[config.mk]
export PLATFORM = sky130hd
export DESIGN_NAME = pipe_stage_regs
export DESIGN_NICKNAME = d
export VERILOG_FILES = /design/src/rtl/defs_pkg.sv /design/src/rtl/pipe_stage_regs.sv /design/src/rtl/pipe_elastic_reg.sv
export SDC_FILE = /design/constraint.sdc
export NUM_CORES = 1
export LEC_CHECK = 0
export CAP_MARGIN = 0
export CORE_MARGIN = 3
export CORE_UTILIZATION = 30
export DETAILED_ROUTE_END_ITERATION = 8
export GPL_TIMING_DRIVEN = 0
export PLACE_DENSITY = 0.48
export SYNTH_ARGS = -nofsm -noshare
export SYNTH_HDL_FRONTEND = slang
export SYNTH_SLANG_ARGS = --single-unit
[constraint.sdc]
create_clock -name CLK -period 5.2 [get_ports CLK]
set_input_delay 1.04 -clock CLK [delete_from_list [all_inputs] [get_ports CLK]]
set_output_delay 1.04 -clock CLK [all_outputs]
set_load 0.05 [all_outputs]
[src/rtl/defs_pkg.sv]
// Shared processor constants and helpers used by the pipeline stage registers.
// BIN_DIG is the instruction/data word width; NOP_INSN is the canonical bubble.
package defs;

    localparam int          BIN_DIG  = 32;
    localparam logic [31:0] NOP_INSN = 32'h0000_0013;  // addi x0, x0, 0
    localparam int          DROP_W   = 8;

    // Per-cycle buffer activity, encoded as {push, pop}.
    typedef enum logic [1:0] {
        XFER_IDLE = 2'b00,
        XFER_POP  = 2'b01,
        XFER_PUSH = 2'b10,
        XFER_BOTH = 2'b11
    } xfer_e;

    function automatic logic [DROP_W-1:0] drop_sat_add(
        input logic [DROP_W-1:0] acc,
        input logic [DROP_W-1:0] inc
    );
        logic [DROP_W:0] sum;
        sum = {1'b0, acc} + {1'b0, inc};
        return sum[DROP_W] ? {DROP_W{1'b1}} : sum[DROP_W-1:0];
    endfunction

endpackage

[src/rtl/pipe_stage_regs.sv]
// Fetch/decode and decode/exec stage registers built from elastic buffers;
// a control hazard flushes both stages in the same cycle.
module pipe_stage_regs
    import defs::*;
(
    input  logic               CLK,
    input  logic               RST,
    input  logic               ctrl_hazard,
    input  logic               fetch_valid,
    input  logic [BIN_DIG-1:0] fetch_insn,
    output logic               fetch_ready,
    output logic               dec_valid,
    output logic [BIN_DIG-1:0] dec_insn,
    output logic               exec_valid,
    output logic [BIN_DIG-1:0] exec_insn,
    input  logic               exec_ready,
    output logic [1:0]         if_id_count,
    output logic [1:0]         id_ex_count,
    output logic [DROP_W-1:0]  if_id_drops,
    output logic [DROP_W-1:0]  id_ex_drops
);

    logic dec_ready;

    pipe_elastic_reg #(
        .WIDTH     (BIN_DIG),
        .DEPTH     (2),
        .NOP_VALUE (NOP_INSN)
    ) u_if_id (
        .CLK       (CLK),
        .RST       (RST),
        .flush     (ctrl_hazard),
        .in_valid  (fetch_valid),
        .in_data   (fetch_insn),
        .in_ready  (fetch_ready),
        .out_valid (dec_valid),
        .out_data  (dec_insn),
        .out_ready (dec_ready),
        .count     (if_id_count),
        .drop_cnt  (if_id_drops)
    );

    pipe_elastic_reg #(
        .WIDTH     (BIN_DIG),
        .DEPTH     (2),
        .NOP_VALUE (NOP_INSN)
    ) u_id_ex (
        .CLK       (CLK),
        .RST       (RST),
        .flush     (ctrl_hazard),
        .in_valid  (dec_valid),
        .in_data   (dec_insn),
        .in_ready  (dec_ready),
        .out_valid (exec_valid),
        .out_data  (exec_insn),
        .out_ready (exec_ready),
        .count     (id_ex_count),
        .drop_cnt  (id_ex_drops)
    );

endmodule

[src/rtl/pipe_elastic_reg.sv]
// Elastic pipeline register: a small circular buffer with valid/ready on both sides,
// a flush that drops everything in flight, and a saturating count of dropped entries.
module pipe_elastic_reg
    import defs::*;
#(
    parameter int               WIDTH     = 32,
    parameter int               DEPTH     = 2,
    parameter logic [WIDTH-1:0] NOP_VALUE = WIDTH'(NOP_INSN)
) (
    input  logic                       CLK,
    input  logic                       RST,
    input  logic                       flush,
    input  logic                       in_valid,
    input  logic [WIDTH-1:0]           in_data,
    output logic                       in_ready,
    output logic                       out_valid,
    output logic [WIDTH-1:0]           out_data,
    input  logic                       out_ready,
    output logic [$clog2(DEPTH+1)-1:0] count,
    output logic [DROP_W-1:0]          drop_cnt
);

    localparam int CNT_W = $clog2(DEPTH + 1);
    localparam int PTR_W = (DEPTH > 1) ? $clog2(DEPTH) : 1;

    logic [WIDTH-1:0]  mem [DEPTH];
    logic [PTR_W-1:0]  rd_ptr;
    logic [PTR_W-1:0]  wr_ptr;
    logic [CNT_W-1:0]  count_q;
    logic [DROP_W-1:0] drop_q;

    logic              push;
    logic              pop;
    logic              in_taken;
    logic [DROP_W-1:0] drop_inc;
    xfer_e             xfer;

    function automatic logic [PTR_W-1:0] ptr_inc(input logic [PTR_W-1:0] p);
        return (p == PTR_W'(DEPTH - 1)) ? '0 : p + PTR_W'(1);
    endfunction

    // in_ready looks only at occupancy, so a full buffer waits one cycle after a pop.
    assign in_ready  = (count_q < CNT_W'(DEPTH)) && !RST;
    assign out_valid = (count_q != '0);
    assign out_data  = out_valid ? mem[rd_ptr] : NOP_VALUE;
    assign count     = count_q;
    assign drop_cnt  = drop_q;

    assign in_taken  = in_valid && in_ready;
    assign push      = in_taken && !flush;
    assign pop       = out_valid && out_ready && !flush;
    assign drop_inc  = DROP_W'(count_q) + DROP_W'(in_taken);

    always_comb begin
        xfer = XFER_IDLE;
        case ({push, pop})
            2'b01:   xfer = XFER_POP;
            2'b10:   xfer = XFER_PUSH;
            2'b11:   xfer = XFER_BOTH;
            default: xfer = XFER_IDLE;
        endcase
    end

    // NOTE: sequential state uses non-blocking assignments so every register samples
    // pre-edge values regardless of statement order.
    always_ff @(posedge CLK) begin
        if (RST) begin
            rd_ptr  <= '0;
            wr_ptr  <= '0;
            count_q <= '0;
            drop_q  <= '0;
        end else if (flush) begin
            rd_ptr  <= '0;
            wr_ptr  <= '0;
            count_q <= '0;
            drop_q  <= drop_sat_add(drop_q, drop_inc);
        end else begin
            case (xfer)
                XFER_PUSH: begin
                    wr_ptr  <= ptr_inc(wr_ptr);
                    count_q <= count_q + CNT_W'(1);
                end
                XFER_POP: begin
                    rd_ptr  <= ptr_inc(rd_ptr);
                    count_q <= count_q - CNT_W'(1);
                end
                XFER_BOTH: begin
                    wr_ptr  <= ptr_inc(wr_ptr);
                    rd_ptr  <= ptr_inc(rd_ptr);
                end
                default: ;
            endcase
        end
    end

    // NOTE: payload storage has no reset; out_data is masked to NOP_VALUE while empty,
    // so stale entries are never observable.
    always_ff @(posedge CLK) begin
        if (push) begin
            mem[wr_ptr] <= in_data;
        end
    end

endmodule

Yosys cells after proc, flatten, opt, wreduce, memory -nomap -nowiden:

Memories as Yosys holds them, arrays and structs flattened. A register that Yosys moved wholly into a read port is not among the register bits.
Index checks and enable logic that the tools add are counted.

* input bits: 37
* memories kept: 2
* bits in registers: 24
* memory bits (writable): 128

* $lt $le $gt $ge: 2
* reductions and logical operators: 19
* equal/unequal tests: 12
* $add $sub $neg: 12
* muxes and demuxes: 20

Memory list
* u_id_ex.mem: words 2, bits a word 32, rd ports 1, clocked after Yosys merged registers in 1, write ports 1, line pipe_elastic_reg.sv:26 `logic [WIDTH-1:0] mem [DEPTH];`
* u_if_id.mem: words 2, bits a word 32, rd ports 1, clocked after Yosys merged registers in 1, write ports 1, line pipe_elastic_reg.sv:26

Operators by type and width (number)
* $mux 32: 2
* $add 8x8->9: 2
* $eq 2x2->1 const B: 8
* $mux 8: 2
* $mux 1: 12
* $pmux 2 s3: 2
* $reduce_or 2->1: 5
* $eq 2x1->1 const B: 4
* $logic_and 1x1->1: 8
* $pmux 2 s2: 2
* $reduce_bool 2->1: 4
* $add 2x1->3: 2
* $add 1x1->1 const B: 4
* $add 2x1->2 const B: 2
* $lt 2x2->1 const B: 2
* $sub 2x1->2 const B: 2
* $logic_not 1->1: 2

Longest topological paths before layout:

* depth in word-level cells: 10
* gate-level depth with buffers: 10
* gate-level depth less buffers: 9

Cells and area by module:

Synthesis repeated with hierarchy kept, for this count alone.

* cell total of the unflattened synthesis: 428
* area, all modules: 6180.9 µm²

Modules (own cells, without submodules)
* pipe_elastic_reg: area each 3090.5 µm², times used 2, seq. area each 2182.1 µm², cells an instance 214

Worst setup path after synthesis:

OpenSTA, ideal clock, no wires.

* path type: input port to flip-flop
* start point: input RST
* end point: register u_if_id.drop_q[6], in the netlist u_if_id.drop_cnt[6]
* data required time: 5.064 ns
* path buffers: 1
* arrival time: 3.508 ns
* stages on the path: 10
* setup slack: 1.556 ns
* setup time: 0.136 ns
* cell sequence: clkbuf_1 > nor2_1 > and2_1 > ha_1 > ha_1 > inv_1 > fa_1 > nand2b_1 > a2111oi_0 > a211oi_1

* longest elaborated chain between the ends: 6

Ends and longest elaborated chain
* start, declared: line pipe_stage_regs.sv:7 `input logic RST,`
* $logic_not 1->1: line pipe_elastic_reg.sv:43 `assign in_ready = (count_q < CNT_W'(DEPTH)) && !RST;`
* $logic_and 1x1->1: line pipe_elastic_reg.sv:43
* net fetch_ready: line pipe_stage_regs.sv:11 `output logic fetch_ready,`
* $logic_and 1x1->1: line pipe_elastic_reg.sv:49 `assign in_taken = in_valid && in_ready;`
* $add 2x1->3: line pipe_elastic_reg.sv:52 `assign drop_inc = DROP_W'(count_q) + DROP_W'(in_taken);`
* $add 8x8->9: line defs_pkg.sv:22 `sum = {1'b0, acc} + {1'b0, inc};`
* $mux 8: line defs_pkg.sv:23 `return sum[DROP_W] ? {DROP_W{1'b1}} : sum[DROP_W-1:0];`
* end signal, assigned: line pipe_elastic_reg.sv:76 `drop_q <= drop_sat_add(drop_q, drop_inc);`
* end, declared: line pipe_elastic_reg.sv:30 `logic [DROP_W-1:0] drop_q;`

The timed path passes the listed nets, and every way through them passes these cells.
A chain may end at the register's enable or synchronous reset.

Worst setup path in the final report:

* start point: input RST
* end point: register u_id_ex.drop_q[6], in the netlist u_id_ex.drop_cnt[6]

* longest elaborated chain between the ends: 6

Ends and longest elaborated chain (line)
* $logic_not 1->1: pipe_elastic_reg.sv:43
* $logic_and 1x1->1: pipe_elastic_reg.sv:43
* $logic_and 1x1->1: pipe_elastic_reg.sv:49
* $add 2x1->3: pipe_elastic_reg.sv:52
* $add 8x8->9: defs_pkg.sv:22
* $mux 8: defs_pkg.sv:23
* end signal, assigned: pipe_elastic_reg.sv:76
* end, declared: pipe_elastic_reg.sv:30

Several ways; a longest one is shown, not always the timed one.

==> flow_summary.json <==
{
  "vias": 3970,
  "synthDistinctLibCells": 36,
  "drt_iter0_markers": 196,
  "sw_frac_of_total_pct": 22.2,
  "clk_latency_ps": 420,
  "ys_seq_area_share_pct": 69.4,
  "max_cap_viol_count": 0,
  "root_buffer": "clkbuf_16",
  "fin_area_um2": 8500,
  "yosysTopAreaCell": "edfxtp_1",
  "mostFrequentLayoutCells": "128 x edfxtp_1, 123 x clkdlybuf4s50_1, 79 x nor2_1",
  "fmax_mhz": 247,
  "std_cell_rows": 52,
  "cpPeakStageDelay_ps": 500,
  "ant_nets": 0,
  "cts_max_level": 4,
  "cts_resized": 0,
  "rsz0062_at_grt": "no",
  "pwr-share-comb_pct": 5.1,
  "cp.arrival_ps": 4340,
  "drt-total-wl_um": 14500,
  "io_buffers": 123,
  "core_region_area_um2": 20400,
  "grt_max_degree": 33,
  "p_int_mw": 2.07,
  "routabilityCongestion": 0.764,
  "pwr-share-seq_pct": 50.8,
  "cts_tree": "yes",
  "finClkSkew_ps": 10.5,
  "drive_gt1_share_pct": 8.14,
  "post-route-period-util_pct": 78.0,
  "start_util_pct": 30.8,
  "fin_setup_tns_ps": 0,
  "synth_top_area_share_pct": 61.1,
  "numCtsBuffers": 17,
  "layout.cells.most_common": "edfxtp_1",
  "die_w_um": 151,
  "crit_required_ps": 5480,
  "finalSetupViolations": 0,
  "cts.clk_slew.worst_paths_ps": 70,
  "vdd_drop_max_mv": 0.202,
  "post_cts_buffers": 0,
  "placed_area_um2": 7940,
  "synthCells": 444,
  "grt_pass1_vias": 4059,
  "power.total_mw": 2.66,
  "post-route-min-period_ps": 4060,
  "maxSlewViolCount": 0,
  "p_clk_share_pct": 44.1,
  "cpLargestDelayFamily": "buffers and inverters",
  "yosysWarningCount": 0,
  "leakage_nw": 2.72,
  "overflow": 0,
  "grt_pass1_wl_um": 22200,
  "holdWs_ps": 509,
  "syn_area_per_cell_um2": 14.2,
  "hpwlAfterDp_um": 10200,
  "slew_headroom_pct": 41.5,
  "clockBufferDepth": 2,
  "hold_class": "flip-flop to flip-flop",
  "vias_per_cell": 4.55,
  "synth_area_leaders": "edfxtp_1 61%, mux2i_1 10%, dfxtp_1 8.3%, nor2_1 4.8%, ha_1 2.4%",
  "crit_path_end_kind": "flip-flop",
  "cts.sinks": 154,
  "antenna_found_initial": 1,
  "path_buf_inv": 4,
  "cp_slowest_cell": "clkdlybuf4s50_1",
  "track_usage_pct": 13.1,
  "cp-start-kind": "input pin",
  "finalHoldViolations": 0,
  "dieHeight_um": 151,
  "layout.nets": 640,
  "die_area_um2": 22700,
  "first_pass_iters": 4,
  "nFillCells": 1913,
  "final_core_util_pct": 41.6,
  "cts_hold_buf": 0,
  "status": "complete, no violations",
  "critPathKind": "input pin to flip-flop",
  "synth_nets": 495,
  "drc": 0,
  "p_per_area_nw_per_um2": 313,
  "area.growth.synth_to_final_pct": 35.1,
  "ys_ff_latch": 154,
  "io_pins": 124,
  "cp_max_fo": 10,
  "crit_chain": "clkdlybuf4s50_1 -> clkbuf_1 -> clkbuf_1 -> nor2_1 -> ha_1 -> ha_1 -> inv_1 -> fa_1 -> nand2b_1 -> a2111oi_0 -> a211oi_1",
  "antenna_cells": 0,
  "netlist_area_um2": 6290,
  "tightest_slew_ps": 878,
  "p_sw_mw": 0.591,
  "routedWlPerCell_um": 16.7
}
-- per-stage QoR --
step	worst slack, ps	std cells
floorplan	1560	444
global placement	39.2	837
detailed placement	710	840
CTS	1180	872
global route	889	872
finish	1140	872
-- worst min-delay path: cells and delay by family, from the launching register on --
| family | cells | cell delay [ps] |
|---|---|---|
| flops | 1 | 320 |
| xor+xnor | 1 | 80 |
| simple gates | 1 | 70 |
-- state kept, by name, summed over array words and instances (netlist names), named ones only --
register / flops
u_id_ex.count: 2
u_id_ex.drop_cnt: 8
u_id_ex.mem: 64
u_id_ex.rd_ptr: 1
u_id_ex.wr_ptr: 1
u_if_id.count: 2
u_if_id.drop_cnt: 8
u_if_id.mem: 64
u_if_id.rd_ptr: 1
u_if_id.wr_ptr: 1
-- final timing paths --
kind / startpoint / to / slack, ps / depth (start not counted)
min: u_if_id.rd_ptr / u_if_id.rd_ptr / 510 / 2
max: RST / u_id_ex.drop_cnt[6] / 1140 / 11
max reg2reg: u_if_id.count[1] / u_id_ex.drop_cnt[6] / 2450 / 9
min reg2reg: u_if_id.rd_ptr / u_if_id.rd_ptr / 510 / 2
-- cell type report --
| type | count | area (um2) | share of cell area, % |
|---|---|---|---|
| Tap cell | 270 | 338 | 3.97 |
| Timing Repair Buffer | 126 | 1290 | 15.2 |
| Multi-Input combinational cell | 249 | 1780 | 21.0 |
| Buffer | 19 | 81.3 | 0.957 |
| Clock buffer | 17 | 425 | 5.00 |
| Inverter | 22 | 82.6 | 0.971 |
| Sequential cell | 154 | 4360 | 51.3 |
| Clock inverter | 15 | 138 | 1.62 |
-- kinds of logic after synthesis --
| group | synth area share [%] |
|---|---|
| AO/OA/AOI/OAI | 5.25 |
| XOR/XNOR | 1.39 |
| adder cells (fa/ha/maj) | 3.02 |
| buffers and inverters | 2.60 |
| flip-flops | 69.4 |
| multiplexers | 10.2 |
| AND/OR/NAND/NOR | 8.19 |
-- power groups by stage --
stage | clock (mW) | sequential, mW | combinational [mW]
6_report | 1.17 | 1.35 | 0.134
5_1_grt | 1.26 | 1.35 | 0.145
4_1_cts | 1.21 | 1.35 | 0.137
3_5_place_dp | 0 | 1.38 | 0.136
3_3_place_gp | 0 | 1.38 | 0.132
2_1_floorplan | 0 | 1.39 | 0.0579
-- layer usage --
| metal | track usage [%] | part of all wire [%] |
|---|---|---|
| met3 | 3.20 | 4.8 |
| met5 | 0 | 0.089 |
| met4 | 5.71 | 2.2 |
| met2 | 22.2 | 49 |
| met1 | 15.8 | 43 |
-- cells in the mapped netlist --
master and number:
inv_1 22, or3_1 4, a21o_1 2, a211oi_1 4, nor4b_2 1, buf_2 8, nor3_1 2, a21oi_1 2
ha_1 12, or4_1 2, a311oi_1 8, or2_1 2, nand3_1 2, o211ai_1 4, o21ai_0 7, dfxtp_1 26
clkbuf_1 11, o31ai_1 2, edfxtp_1 128, nor2b_1 2, xor2_1 7, a31oi_1 4, a211oi_2 2, xnor2_1 3
nand4_1 2, o21bai_1 1, mux2i_1 64, and2_1 5, nor2_1 81, fa_1 2, nand2b_1 2, o21ai_1 2
o41a_1 2, a2111oi_0 4, nand2_1 10, and4_1 2
Note: power is estimated with default switching activity, not from simulation.
